### src/rtl/uart_sys_pkg.sv
`default_nettype none
// ============================================================================
// Module      : uart_sys_pkg
// Description : Shared definitions for the UART command sequencer: command
//               opcodes, ALU operand register addresses and the controller
//               state encoding.
// Ports       : none (package)
// Revision    : 1.0 - initial release
// ============================================================================
package uart_sys_pkg;

    // Command opcodes (first byte of every command)
    localparam int OP_RF_WR   = 'hAA;   // RF write : addr, data
    localparam int OP_RF_RD   = 'hBB;   // RF read  : addr
    localparam int OP_ALU_OP  = 'hCC;   // ALU      : A, B, fun
    localparam int OP_ALU_NOP = 'hDD;   // ALU      : fun (operands already in RF)

    // RF locations that hold the ALU operands
    localparam int OPND_A_ADDR = 0;
    localparam int OPND_B_ADDR = 1;

    localparam int STATE_W = 4;

    typedef enum logic [STATE_W-1:0] {
        ST_IDLE     = 4'd0,
        ST_WR_ADDR  = 4'd1,
        ST_WR_DATA  = 4'd2,
        ST_RD_ADDR  = 4'd3,
        ST_RD_WAIT  = 4'd4,
        ST_OP_A     = 4'd5,
        ST_OP_B     = 4'd6,
        ST_ALU_FUN  = 4'd7,
        ST_ALU_WAIT = 4'd8,
        ST_TX_SEND  = 4'd9,
        ST_TX_GAP   = 4'd10,
        ST_TX_WAIT  = 4'd11
    } sys_ctrl_state_e;

endpackage
`default_nettype wire

### src/rtl/sys_ctrl_tx_seq.sv
`default_nettype none
// ============================================================================
// Module      : sys_ctrl_tx_seq
// Description : Schedules one or two response bytes onto the UART TX
//               interface, LSB byte first. A byte is only launched while
//               the transmitter is idle; after each launch one cycle is
//               skipped so the transmitter has time to raise its busy flag.
// Ports       : clk, rst          - clock, synchronous active-low reset
//               i_start           - 1-cycle request, latches i_word/i_two_bytes
//               i_two_bytes       - 1: send two bytes, 0: send the low byte only
//               i_word            - response word
//               i_tx_busy         - transmitter busy
//               o_tx_p_data       - byte to transmit (registered)
//               o_tx_d_valid      - 1-cycle launch pulse (registered)
//               o_done            - 1-cycle pulse once the last byte has left
// Revision    : 1.0 - initial release
// ============================================================================
module sys_ctrl_tx_seq
    import uart_sys_pkg::*;
#(
    parameter int DATA_W = 8,
    parameter int ALU_W  = 16
) (
    input  logic              clk,
    input  logic              rst,
    input  logic              i_start,
    input  logic              i_two_bytes,
    input  logic [ALU_W-1:0]  i_word,
    input  logic              i_tx_busy,
    output logic [DATA_W-1:0] o_tx_p_data,
    output logic              o_tx_d_valid,
    output logic              o_done
);

    sys_ctrl_state_e   r_state;
    sys_ctrl_state_e   w_state_nxt;
    logic [ALU_W-1:0]  r_word;
    logic              r_more;

    logic              w_tx_d_valid;
    logic [DATA_W-1:0] w_tx_p_data;
    logic              w_done;

    // State register
    always_ff @(posedge clk) begin
        if (!rst) begin
            r_state <= ST_IDLE;
        end else begin
            r_state <= w_state_nxt;
        end
    end

    // Next-state logic
    always_comb begin
        w_state_nxt = r_state;
        case (r_state)
            ST_IDLE:    if (i_start)    w_state_nxt = ST_TX_SEND;
            ST_TX_SEND: if (!i_tx_busy) w_state_nxt = ST_TX_GAP;
            ST_TX_GAP:                  w_state_nxt = ST_TX_WAIT;
            ST_TX_WAIT: if (!i_tx_busy) w_state_nxt = r_more ? ST_TX_SEND : ST_IDLE;
            default:                    w_state_nxt = ST_IDLE;
        endcase
    end

    // Output logic (next values of the registered outputs)
    always_comb begin
        w_tx_d_valid = 1'b0;
        w_tx_p_data  = o_tx_p_data;
        w_done       = 1'b0;
        case (r_state)
            ST_TX_SEND: begin
                if (!i_tx_busy) begin
                    w_tx_d_valid = 1'b1;
                    w_tx_p_data  = r_word[DATA_W-1:0];
                end
            end
            ST_TX_WAIT: begin
                if (!i_tx_busy && !r_more) begin
                    w_done = 1'b1;
                end
            end
            default: ;
        endcase
    end

    // Byte buffer: the word is shifted down after the first byte so that the
    // next byte to send is always in the low lane.
    always_ff @(posedge clk) begin
        if (!rst) begin
            r_word <= '0;
            r_more <= 1'b0;
        end else if (r_state == ST_IDLE && i_start) begin
            r_word <= i_word;
            r_more <= i_two_bytes;
        end else if (r_state == ST_TX_WAIT && !i_tx_busy && r_more) begin
            r_word <= r_word >> DATA_W;
            r_more <= 1'b0;
        end
    end

    // Registered outputs
    always_ff @(posedge clk) begin
        if (!rst) begin
            o_tx_d_valid <= 1'b0;
            o_tx_p_data  <= '0;
            o_done       <= 1'b0;
        end else begin
            o_tx_d_valid <= w_tx_d_valid;
            o_tx_p_data  <= w_tx_p_data;
            o_done       <= w_done;
        end
    end

endmodule
`default_nettype wire

### src/rtl/uart_sys_ctrl.sv
`default_nettype none
// ============================================================================
// Module      : uart_sys_ctrl
// Description : Command sequencer between the UART and the register file /
//               ALU. Parses command bytes from the UART receiver, issues RF
//               write/read strobes and ALU starts, waits (bounded) for the
//               RF/ALU responses and returns results over the UART TX.
// Ports       : clk, rst                 - clock, synchronous active-low reset
//               rx_p_data, rx_d_valid    - received byte and its valid pulse
//               rf_wr_en, rf_rd_en       - RF write / read strobes
//               rf_addr, rf_wr_data      - RF address and write data
//               rf_rd_data, rf_rd_valid  - RF read response
//               alu_en, alu_fun          - ALU start strobe and function
//               alu_out, alu_out_valid   - ALU result
//               tx_p_data, tx_d_valid    - byte to transmit and launch pulse
//               tx_busy                  - UART transmitter busy
//               cmd_err                  - unknown opcode / response timeout
// Revision    : 1.0 - initial release
// ============================================================================
module uart_sys_ctrl
    import uart_sys_pkg::*;
#(
    parameter int DATA_W   = 8,
    parameter int ADDR_W   = 4,
    parameter int FUN_W    = 4,
    parameter int ALU_W    = 16,
    parameter int WAIT_MAX = 255
) (
    input  logic              clk,
    input  logic              rst,
    input  logic [DATA_W-1:0] rx_p_data,
    input  logic              rx_d_valid,
    output logic              rf_wr_en,
    output logic              rf_rd_en,
    output logic [ADDR_W-1:0] rf_addr,
    output logic [DATA_W-1:0] rf_wr_data,
    input  logic [DATA_W-1:0] rf_rd_data,
    input  logic              rf_rd_valid,
    output logic              alu_en,
    output logic [FUN_W-1:0]  alu_fun,
    input  logic [ALU_W-1:0]  alu_out,
    input  logic              alu_out_valid,
    output logic [DATA_W-1:0] tx_p_data,
    output logic              tx_d_valid,
    input  logic              tx_busy,
    output logic              cmd_err
);

    localparam int                 c_CNT_W     = $clog2(WAIT_MAX + 1);
    localparam logic [c_CNT_W-1:0] c_WAIT_LAST = c_CNT_W'(WAIT_MAX);

    sys_ctrl_state_e    r_state;
    sys_ctrl_state_e    w_state_nxt;
    logic [c_CNT_W-1:0] r_wait_cnt;
    logic [ADDR_W-1:0]  r_addr;

    logic               w_is_wait;
    logic               w_timeout;
    logic               w_known_op;

    logic               w_rf_wr_en;
    logic               w_rf_rd_en;
    logic               w_alu_en;
    logic               w_cmd_err;
    logic [ADDR_W-1:0]  w_rf_addr;
    logic [DATA_W-1:0]  w_rf_wr_data;
    logic [FUN_W-1:0]   w_alu_fun;

    logic               w_tx_start;
    logic               w_tx_two;
    logic [ALU_W-1:0]   w_tx_word;
    logic               w_tx_done;

    assign w_is_wait  = (r_state == ST_RD_WAIT) || (r_state == ST_ALU_WAIT);
    assign w_timeout  = w_is_wait && (r_wait_cnt == c_WAIT_LAST);
    assign w_known_op = (rx_p_data == DATA_W'(OP_RF_WR))  ||
                        (rx_p_data == DATA_W'(OP_RF_RD))  ||
                        (rx_p_data == DATA_W'(OP_ALU_OP)) ||
                        (rx_p_data == DATA_W'(OP_ALU_NOP));

    // State register
    always_ff @(posedge clk) begin
        if (!rst) begin
            r_state <= ST_IDLE;
        end else begin
            r_state <= w_state_nxt;
        end
    end

    // Next-state logic. Bytes arriving in wait/TX states fall through the
    // case without effect, and so do responses outside their wait state.
    // ST_TX_SEND stands for the whole transmit phase here; the byte-level
    // SEND/GAP/WAIT sequencing lives in the TX scheduler.
    always_comb begin
        w_state_nxt = r_state;
        case (r_state)
            ST_IDLE: begin
                if (rx_d_valid) begin
                    if (rx_p_data == DATA_W'(OP_RF_WR))        w_state_nxt = ST_WR_ADDR;
                    else if (rx_p_data == DATA_W'(OP_RF_RD))   w_state_nxt = ST_RD_ADDR;
                    else if (rx_p_data == DATA_W'(OP_ALU_OP))  w_state_nxt = ST_OP_A;
                    else if (rx_p_data == DATA_W'(OP_ALU_NOP)) w_state_nxt = ST_ALU_FUN;
                end
            end
            ST_WR_ADDR:  if (rx_d_valid)    w_state_nxt = ST_WR_DATA;
            ST_WR_DATA:  if (rx_d_valid)    w_state_nxt = ST_IDLE;
            ST_RD_ADDR:  if (rx_d_valid)    w_state_nxt = ST_RD_WAIT;
            ST_RD_WAIT: begin
                if (rf_rd_valid)            w_state_nxt = ST_TX_SEND;
                else if (w_timeout)         w_state_nxt = ST_IDLE;
            end
            ST_OP_A:     if (rx_d_valid)    w_state_nxt = ST_OP_B;
            ST_OP_B:     if (rx_d_valid)    w_state_nxt = ST_ALU_FUN;
            ST_ALU_FUN:  if (rx_d_valid)    w_state_nxt = ST_ALU_WAIT;
            ST_ALU_WAIT: begin
                if (alu_out_valid)          w_state_nxt = ST_TX_SEND;
                else if (w_timeout)         w_state_nxt = ST_IDLE;
            end
            ST_TX_SEND:  if (w_tx_done)     w_state_nxt = ST_IDLE;
            default:                        w_state_nxt = ST_IDLE;
        endcase
    end

    // Output logic: next values of the registered outputs, so every strobe
    // appears the cycle after the byte/response that caused it.
    always_comb begin
        w_rf_wr_en   = 1'b0;
        w_rf_rd_en   = 1'b0;
        w_alu_en     = 1'b0;
        w_cmd_err    = 1'b0;
        w_rf_addr    = rf_addr;
        w_rf_wr_data = rf_wr_data;
        w_alu_fun    = alu_fun;
        w_tx_start   = 1'b0;
        w_tx_two     = 1'b0;
        w_tx_word    = '0;
        case (r_state)
            ST_IDLE: begin
                w_cmd_err = rx_d_valid && !w_known_op;
            end
            ST_WR_DATA: begin
                if (rx_d_valid) begin
                    w_rf_wr_en   = 1'b1;
                    w_rf_addr    = r_addr;
                    w_rf_wr_data = rx_p_data;
                end
            end
            ST_RD_ADDR: begin
                if (rx_d_valid) begin
                    w_rf_rd_en = 1'b1;
                    w_rf_addr  = rx_p_data[ADDR_W-1:0];
                end
            end
            ST_RD_WAIT: begin
                if (rf_rd_valid) begin
                    w_tx_start = 1'b1;
                    w_tx_word  = ALU_W'(rf_rd_data);
                end else if (w_timeout) begin
                    w_cmd_err = 1'b1;
                end
            end
            ST_OP_A: begin
                if (rx_d_valid) begin
                    w_rf_wr_en   = 1'b1;
                    w_rf_addr    = ADDR_W'(OPND_A_ADDR);
                    w_rf_wr_data = rx_p_data;
                end
            end
            ST_OP_B: begin
                if (rx_d_valid) begin
                    w_rf_wr_en   = 1'b1;
                    w_rf_addr    = ADDR_W'(OPND_B_ADDR);
                    w_rf_wr_data = rx_p_data;
                end
            end
            ST_ALU_FUN: begin
                if (rx_d_valid) begin
                    w_alu_en  = 1'b1;
                    w_alu_fun = rx_p_data[FUN_W-1:0];
                end
            end
            ST_ALU_WAIT: begin
                if (alu_out_valid) begin
                    w_tx_start = 1'b1;
                    w_tx_two   = 1'b1;
                    w_tx_word  = alu_out;
                end else if (w_timeout) begin
                    w_cmd_err = 1'b1;
                end
            end
            default: ;
        endcase
    end

    // Wait counter restarts on every state change, so it is zero on entry
    // to either wait state; it never wraps because the timeout exits first.
    always_ff @(posedge clk) begin
        if (!rst) begin
            r_wait_cnt <= '0;
            r_addr     <= '0;
        end else begin
            if (w_state_nxt != r_state) begin
                r_wait_cnt <= '0;
            end else if (w_is_wait) begin
                r_wait_cnt <= r_wait_cnt + 1'b1;
            end
            if (r_state == ST_WR_ADDR && rx_d_valid) begin
                r_addr <= rx_p_data[ADDR_W-1:0];
            end
        end
    end

    // Registered RF/ALU/error outputs
    always_ff @(posedge clk) begin
        if (!rst) begin
            rf_wr_en   <= 1'b0;
            rf_rd_en   <= 1'b0;
            rf_addr    <= '0;
            rf_wr_data <= '0;
            alu_en     <= 1'b0;
            alu_fun    <= '0;
            cmd_err    <= 1'b0;
        end else begin
            rf_wr_en   <= w_rf_wr_en;
            rf_rd_en   <= w_rf_rd_en;
            rf_addr    <= w_rf_addr;
            rf_wr_data <= w_rf_wr_data;
            alu_en     <= w_alu_en;
            alu_fun    <= w_alu_fun;
            cmd_err    <= w_cmd_err;
        end
    end

    sys_ctrl_tx_seq #(
        .DATA_W (DATA_W),
        .ALU_W  (ALU_W)
    ) u_tx_seq (
        .clk          (clk),
        .rst          (rst),
        .i_start      (w_tx_start),
        .i_two_bytes  (w_tx_two),
        .i_word       (w_tx_word),
        .i_tx_busy    (tx_busy),
        .o_tx_p_data  (tx_p_data),
        .o_tx_d_valid (tx_d_valid),
        .o_done       (w_tx_done)
    );

endmodule
`default_nettype wire

### config.mk
export PLATFORM = sky130hd
export DESIGN_NAME = uart_sys_ctrl
export DESIGN_NICKNAME = d
export VERILOG_FILES = /design/src/rtl/uart_sys_pkg.sv /design/src/rtl/sys_ctrl_tx_seq.sv /design/src/rtl/uart_sys_ctrl.sv
export SDC_FILE = /design/constraint.sdc
export NUM_CORES = 1
export LEC_CHECK = 0
export BUFFER_PORTS_ARGS = -buffer_cell sky130_fd_sc_hd__buf_2
export CORE_ASPECT_RATIO = 0.9
export CORE_MARGIN = 2
export CORE_UTILIZATION = 55
export CTS_CLUSTER_DIAMETER = 80
export DETAILED_ROUTE_END_ITERATION = 16
export HOLD_SLACK_MARGIN = 0.03
export PLACE_DENSITY = 0.86
export SYNTH_ARGS = -nofsm -noshare
export SYNTH_HDL_FRONTEND = slang
export SYNTH_SLANG_ARGS = --single-unit
### constraint.sdc
create_clock -name clk -period 5.6 [get_ports clk]
set_input_delay 0.56 -clock clk [delete_from_list [all_inputs] [get_ports clk]]
set_output_delay 0.56 -clock clk [all_outputs]
set_load 0.005 [all_outputs]
Yosys cells after proc, flatten, opt, wreduce, memory -nomap -nowiden. Index checks and enable logic that the tools add are counted.

Bits in latches: 0. Input port bits: 38. ROM bits: 0. Word-level logic and storage cells: 118. Memories kept: 0. Register bits: 67. Output and inout bits: 29. Bits in writable memories: 0.

Reductions and logical operators: 30. Shift operators: 0. Eq/ne operators: 25. Div/mod/pow operators: 0. Multiplexer cells: 44. Add/sub/neg operators: 1. Multiply operators: 0. Bitwise gates (word level): 2. $lt $le $gt $ge: 0.

Operators with widths (number): $mux W4 (23); $mux W16 (3); $eq A8 B8 Y1 const B (5); $pmux W4 S10 (1); $pmux W16 S2 (1); $pmux W4 S4 (2); $eq A4 B4 Y1 const B (5); $eq A4 B3 Y1 const B (4); $reduce_and A2 Y1 (8); $ne A2 B2 Y1 const B (6); $mux W1 (11); $add A8 B1 Y8 const B (1); $eq A4 B2 Y1 const B (2); $logic_not A4 Y1 (2); $mux W8 (1); $logic_and A1 B1 Y1 (7); $reduce_and A5 Y1 (1); $eq A4 B1 Y1 const B (1); $logic_or A1 B1 Y1 (4); $ne A4 B4 Y1 (1); $reduce_bool A4 Y1 (1); $logic_not A1 Y1 (3); $pmux W1 S3 (1); $reduce_and A3 Y1 (1); other kinds (6) (7).

Longest topological paths before layout.
Depth in word-level cells: 9. Depth in mapped cells: 8. Depth with buffers taken out: 6.

Cells and area by module. Synthesis repeated with hierarchy kept, for this count alone.

Cell total of the unflattened synthesis: 394. Area total of the unflattened synthesis: 3487.1 um2.

By module, submodules not included: uart_sys_ctrl (cells each 242, seq. area each 720.7 um2, instances 1, area an instance 2129.5 um2); sys_ctrl_tx_seq (cells each 152, seq. area each 600.6 um2, instances 1, area an instance 1357.6 um2).

Worst setup path after synthesis. OpenSTA, ideal clock, no wires.

Kind: input to register. Start: in rx_p_data[1]. End: reg r_wait_cnt[0]. Path buffers: 0. Arrival: 1880 ps. Required time: 5457 ps. Cell stages on the path: 5. Setup slack: 3577 ps. Library setup time: 143 ps. Path through: or4bb_1 > nor3_1 > a21oi_1 > o221ai_1 > nor4_1.

Cells in the longest elaborated chain, start to end: 9. Elaborated cells between the ends (all ways): 12. Classes of those cells: eq/ne: 5; mux: 6; reduce/logical: 1.

Ends and longest elaborated chain: start: declaration (RTL line uart_sys_ctrl.sv:31) `input logic [DATA_W-1:0] rx_p_data,`; $eq A8 B8 Y1 (RTL line uart_sys_ctrl.sv:102) `else if (rx_p_data == DATA_W'(OP_ALU_NOP)) w_state_nxt = ST_ALU_FUN;`; $mux W4 (RTL line uart_sys_ctrl.sv:102); $mux W4 (RTL line uart_sys_ctrl.sv:101) `else if (rx_p_data == DATA_W'(OP_ALU_OP)) w_state_nxt = ST_OP_A;`; $mux W4 (RTL line uart_sys_ctrl.sv:100) `else if (rx_p_data == DATA_W'(OP_RF_RD)) w_state_nxt = ST_RD_ADDR;`; $mux W4 (*) (RTL line uart_sys_ctrl.sv:99) `if (rx_p_data == DATA_W'(OP_RF_WR)) w_state_nxt = ST_WR_ADDR;`; $mux W4 (*) (RTL line uart_sys_ctrl.sv:98) `if (rx_d_valid) begin`; $pmux W4 S10 (*) (RTL line uart_sys_ctrl.sv:96) `case (r_state)`; $ne A4 B4 Y1 (*) (RTL line uart_sys_ctrl.sv:202) `if (w_state_nxt != r_state) begin`; $reduce_or A2 Y1 (no line) (*); end signal: assignment (RTL line uart_sys_ctrl.sv:205) `r_wait_cnt <= r_wait_cnt + 1'b1;`; end: declaration (RTL line uart_sys_ctrl.sv:54) `logic [c_CNT_W-1:0] r_wait_cnt;`.

Mark *: on every way between the ends. The rest lies on a longest branch, timed or not. A chain may end at the register's enable or synchronous reset.

Worst setup path after layout.
Start: reg r_state[2]. End: reg r_wait_cnt[7].

Cells in the longest elaborated chain, start to end: 8. Elaborated cells between the ends (all ways): 30. Classes of those cells: eq/ne: 10; mux: 16; reduce/logical: 4.

Ends and longest elaborated chain: start: declaration (RTL line uart_sys_ctrl.sv:52) `sys_ctrl_state_e r_state;`; start signal: assignment (RTL line uart_sys_ctrl.sv:86) `r_state <= w_state_nxt;`; $eq A4 B3 Y1, or another cell as far along (RTL line uart_sys_ctrl.sv:74, uart_sys_ctrl.sv:96); $logic_or A1 B1 Y1 / $mux W4 (equally long branches) (RTL line uart_sys_ctrl.sv:74, uart_sys_ctrl.sv:101); $logic_and A1 B1 Y1 / $mux W4 (equally long branches) (RTL line uart_sys_ctrl.sv:75, uart_sys_ctrl.sv:100); $mux W4 (on tied branches) (RTL line uart_sys_ctrl.sv:110, uart_sys_ctrl.sv:117, uart_sys_ctrl.sv:99); $mux W4 (on tied branches) (RTL line uart_sys_ctrl.sv:116, uart_sys_ctrl.sv:98, uart_sys_ctrl.sv:109); $pmux W4 S10 (RTL line uart_sys_ctrl.sv:96); $ne A4 B4 Y1 (RTL line uart_sys_ctrl.sv:202); $reduce_or A2 Y1 (no line).

Parallel ways exist; a longest one is shown, timed or not.

==> results.tsv <==
metric	value	unit
path_clk_slew	0.07	ns
crit_required	5.79	ns
status	finished clean	
die-area	6350	um2
port_buffers	66	
hold_violations	0	
rr_worst_depth	5	
ys_seq_area_share	42.0	%
finalSetupTns	0	ns
dp.cells	480	
wirelength	7440	um
place.gp.congestion	0.885	
synth_warnings	0	
clock.fmax	402	MHz
clockBufferDepth	2	
clock_skew	0.00970	ns
syn-cell-area	3150	um2
post_cts_buffers	0	
clock-root-buffer	clkbuf_8	
final_area	3610	um2
grt_pass1_wl	11400	um
min_period_over_period	44.4	%
synth_cells	368	
drcViolationCount	0	
async_flop_share	0	%
synth_edf_count	0	
reg2reg_from	r_state[2]$_SDFF_PN0_	
core	5600	um2
antenna_cells	0	
track_usage	22.9	%
first_iter_violations	284	
period_needed	2.49	ns
die_h	75.8	um
h-tree-depth	3	
leakage	1.46	nW
grt_max_degree	55	
multi_input_area	1690	um2
vdd_ir_drop_max	208	uV
antenna_found_initial	0	
rsz0062_at_grt	no	
grt_overflow	0	
synth-main-ff-cell	dfxtp_1	
holdPathStages	2	
final_util	64.4	%
synth_nets	407	
max_cap_viol_count	0	
dpl_cell_area	3450	um2
worst_slew_pin_slew	0.922	ns
finalMaxSlewViolations	0	
die_w	83.7	um
ys_ff_latch	66	
r2r-end	r_wait_cnt[7]$_SDFFE_PP0P_	
regToRegSetupSlack	3.11	ns
worstSetupStartpoint	r_state[2]$_SDFF_PN0_	
ctsResizeCount	0	
area_growth	14.5	%
critPathCaptureType	flop	
start_util	56.3	%
viasPerCell	5.99	
drive_gt1_share	21.0	%
dp_hpwl	5180	um
critPathCapture	r_wait_cnt[7]$_SDFFE_PP0P_	
worstPathArrival	2.68	ns
num-nets-final	460	
clk_latency	0.34	ns
setup_viol	0	
drt_first_pass_iters	5	
vias	2961	
cts_buffers	9	
grt_pass1_vias	2549	
n_fill_cell	469	
regArea	1320	um2
cts_sinks	66	
wire_per_inst	15.1	um
synth.distinct_cells	57	
worstSetupPathType	flop to flop	
avgSynthCellArea	8.55	um2
ant_nets	0	
ctsHoldBuffers	0	
row_count	26	
startpoint_type	flop	
maxSlewHeadroom	38.5	%
power.density	236	nW/um2
cts_tree	built	
hp-class	input port to flop	
stdcell_count	494	
critPathMaxFanout	19	
ioPinCount	67	
## Yosys cell counts, types with 2 or more instances
cell       number  area (um2)
dfxtp_1        66        1320
nand2_1        44         165
nor2_1         42         158
a21oi_1        23         115
mux2i_1        23         230
nor3_1         14        70.1
clkbuf_1       12        45.0
a22oi_1        10        75.1
nor4_1         10        62.6
a221oi_1        8        70.1
buf_2           8        40.0
a22o_1          7        61.3
nand3_1         7        35.0
xnor2_1         7        61.3
nand4_1         6        37.5
inv_1           5        18.8
nand3b_1        5        37.5
o21ai_0         5        25.0
and2_1          4        25.0
and3_1          4        25.0
nand2b_1        3        18.8
nor2b_1         3        18.8
o21a_1          3        22.5
o2bb2ai_1       3        26.3
or3_1           3        18.8
xor2_1          3        26.3
a211o_1         2        17.5
a31oi_1         2        12.5
buf_6           2        22.5
nor2_2          2        12.5
nor3_2          2        20.0
nor4b_1         2        17.5
o211ai_1        2        15.0
o221ai_1        2        17.5
or4bb_1         2        22.5
## layer usage
metal | wire length [um] | global-route usage [%] | up-vias
li1 | - | - | 1434
met1 | 3320 | 27.3 | 1408
met2 | 3580 | 40.5 | 100
met3 | 380 | 6.72 | 19
met4 | 157 | 7.71 | 0
met5 | 0 | 0 | -
## critical path, cell delays in order, from the launching register on
cell and delay, ns:
dfxtp_1 0.70, nand2b_1 0.27, nor2_1 0.52, nor3_1 0.17
mux2i_1 0.52, nor4_1 0.15
## through the flow
stage | hold WS (ns) | power (mW) | setup slack [ns]
floorplan | 0.432 | 0.502 | 3.58
global placement | 0.440 | 0.521 | 3.28
detailed placement | 0.445 | 0.523 | 3.18
CTS | 0.426 | 0.857 | 3.18
global route | 0.440 | 0.880 | 2.95
finish | 0.443 | 0.852 | 3.11
## power by group
part           internal, mW  switching (mW)  total [mW]
Sequential            0.471         0.00135       0.472
Clock                 0.166           0.173       0.339
Combinational        0.0155          0.0253      0.0408
Total                 0.652           0.200       0.852
## sequential cells by signal (all words and copies together), names as in the netlist
signal                 flops
cmd_err                    1
r_addr                     4
u_tx_seq.r_state           3
u_tx_seq.o_tx_d_valid      1
u_tx_seq.o_done            1
u_tx_seq.r_more            1
u_tx_seq.r_word           16
rf_wr_data                 8
r_wait_cnt                 8
rf_wr_en                   1
u_tx_seq.o_tx_p_data       8
rf_addr                    4
alu_en                     1
rf_rd_en                   1
alu_fun                    4
r_state                    4
## worst min-delay path by stage
stage	from	endpoint
after floorplan	u_tx_seq.r_word[8]$_SDFFE_PN0P_	u_tx_seq.r_word[8]$_SDFFE_PN0P_
after global placement	u_tx_seq.o_tx_p_data[3]$_SDFFE_PN0P_	u_tx_seq.o_tx_p_data[3]$_SDFFE_PN0P_
final	tx_busy	u_tx_seq.o_done$_SDFF_PN0_
after global routing	tx_busy	u_tx_seq.o_done$_SDFF_PN0_
after CTS	tx_busy	u_tx_seq.o_done$_SDFF_PN0_
after detailed placement	u_tx_seq.o_tx_p_data[2]$_SDFFE_PN0P_	u_tx_seq.o_tx_p_data[2]$_SDFFE_PN0P_
## cell families after synthesis
logic type,Yosys count,synth area share (%)
adder cells (fa/ha/maj),1,0.397
flip-flops,66,42.0
XOR/XNOR,10,2.78
AND/OR/NAND/NOR,160,25.4
buffers and inverters,30,4.49
multiplexers,24,7.67
AO/OA/AOI/OAI,77,17.3
## cell type report
cell class | instances | share of cell area, %
clock buffers | 11 | 3.92
flip-flops and latches | 66 | 36.6
repair buffers | 66 | 9.16
clock inverters | 3 | 0.486
well taps | 70 | 2.43
multi-input cells | 272 | 46.7
inverters | 6 | 0.625
## cell usage in the layout (no fill, tap or decap), types with 6 or more instances in the layout
master,instances
xnor2_1,7
dfxtp_1,66
a22oi_1,10
nor3_1,14
nand4_1,6
nor4_1,10
a221oi_1,8
nand3_1,7
nor2_1,42
a22o_1,7
buf_2,66
a21oi_1,23
nand2_1,44
mux2i_1,23
clkbuf_8,10
No activity file was read; power rests on OpenSTA's default activity.
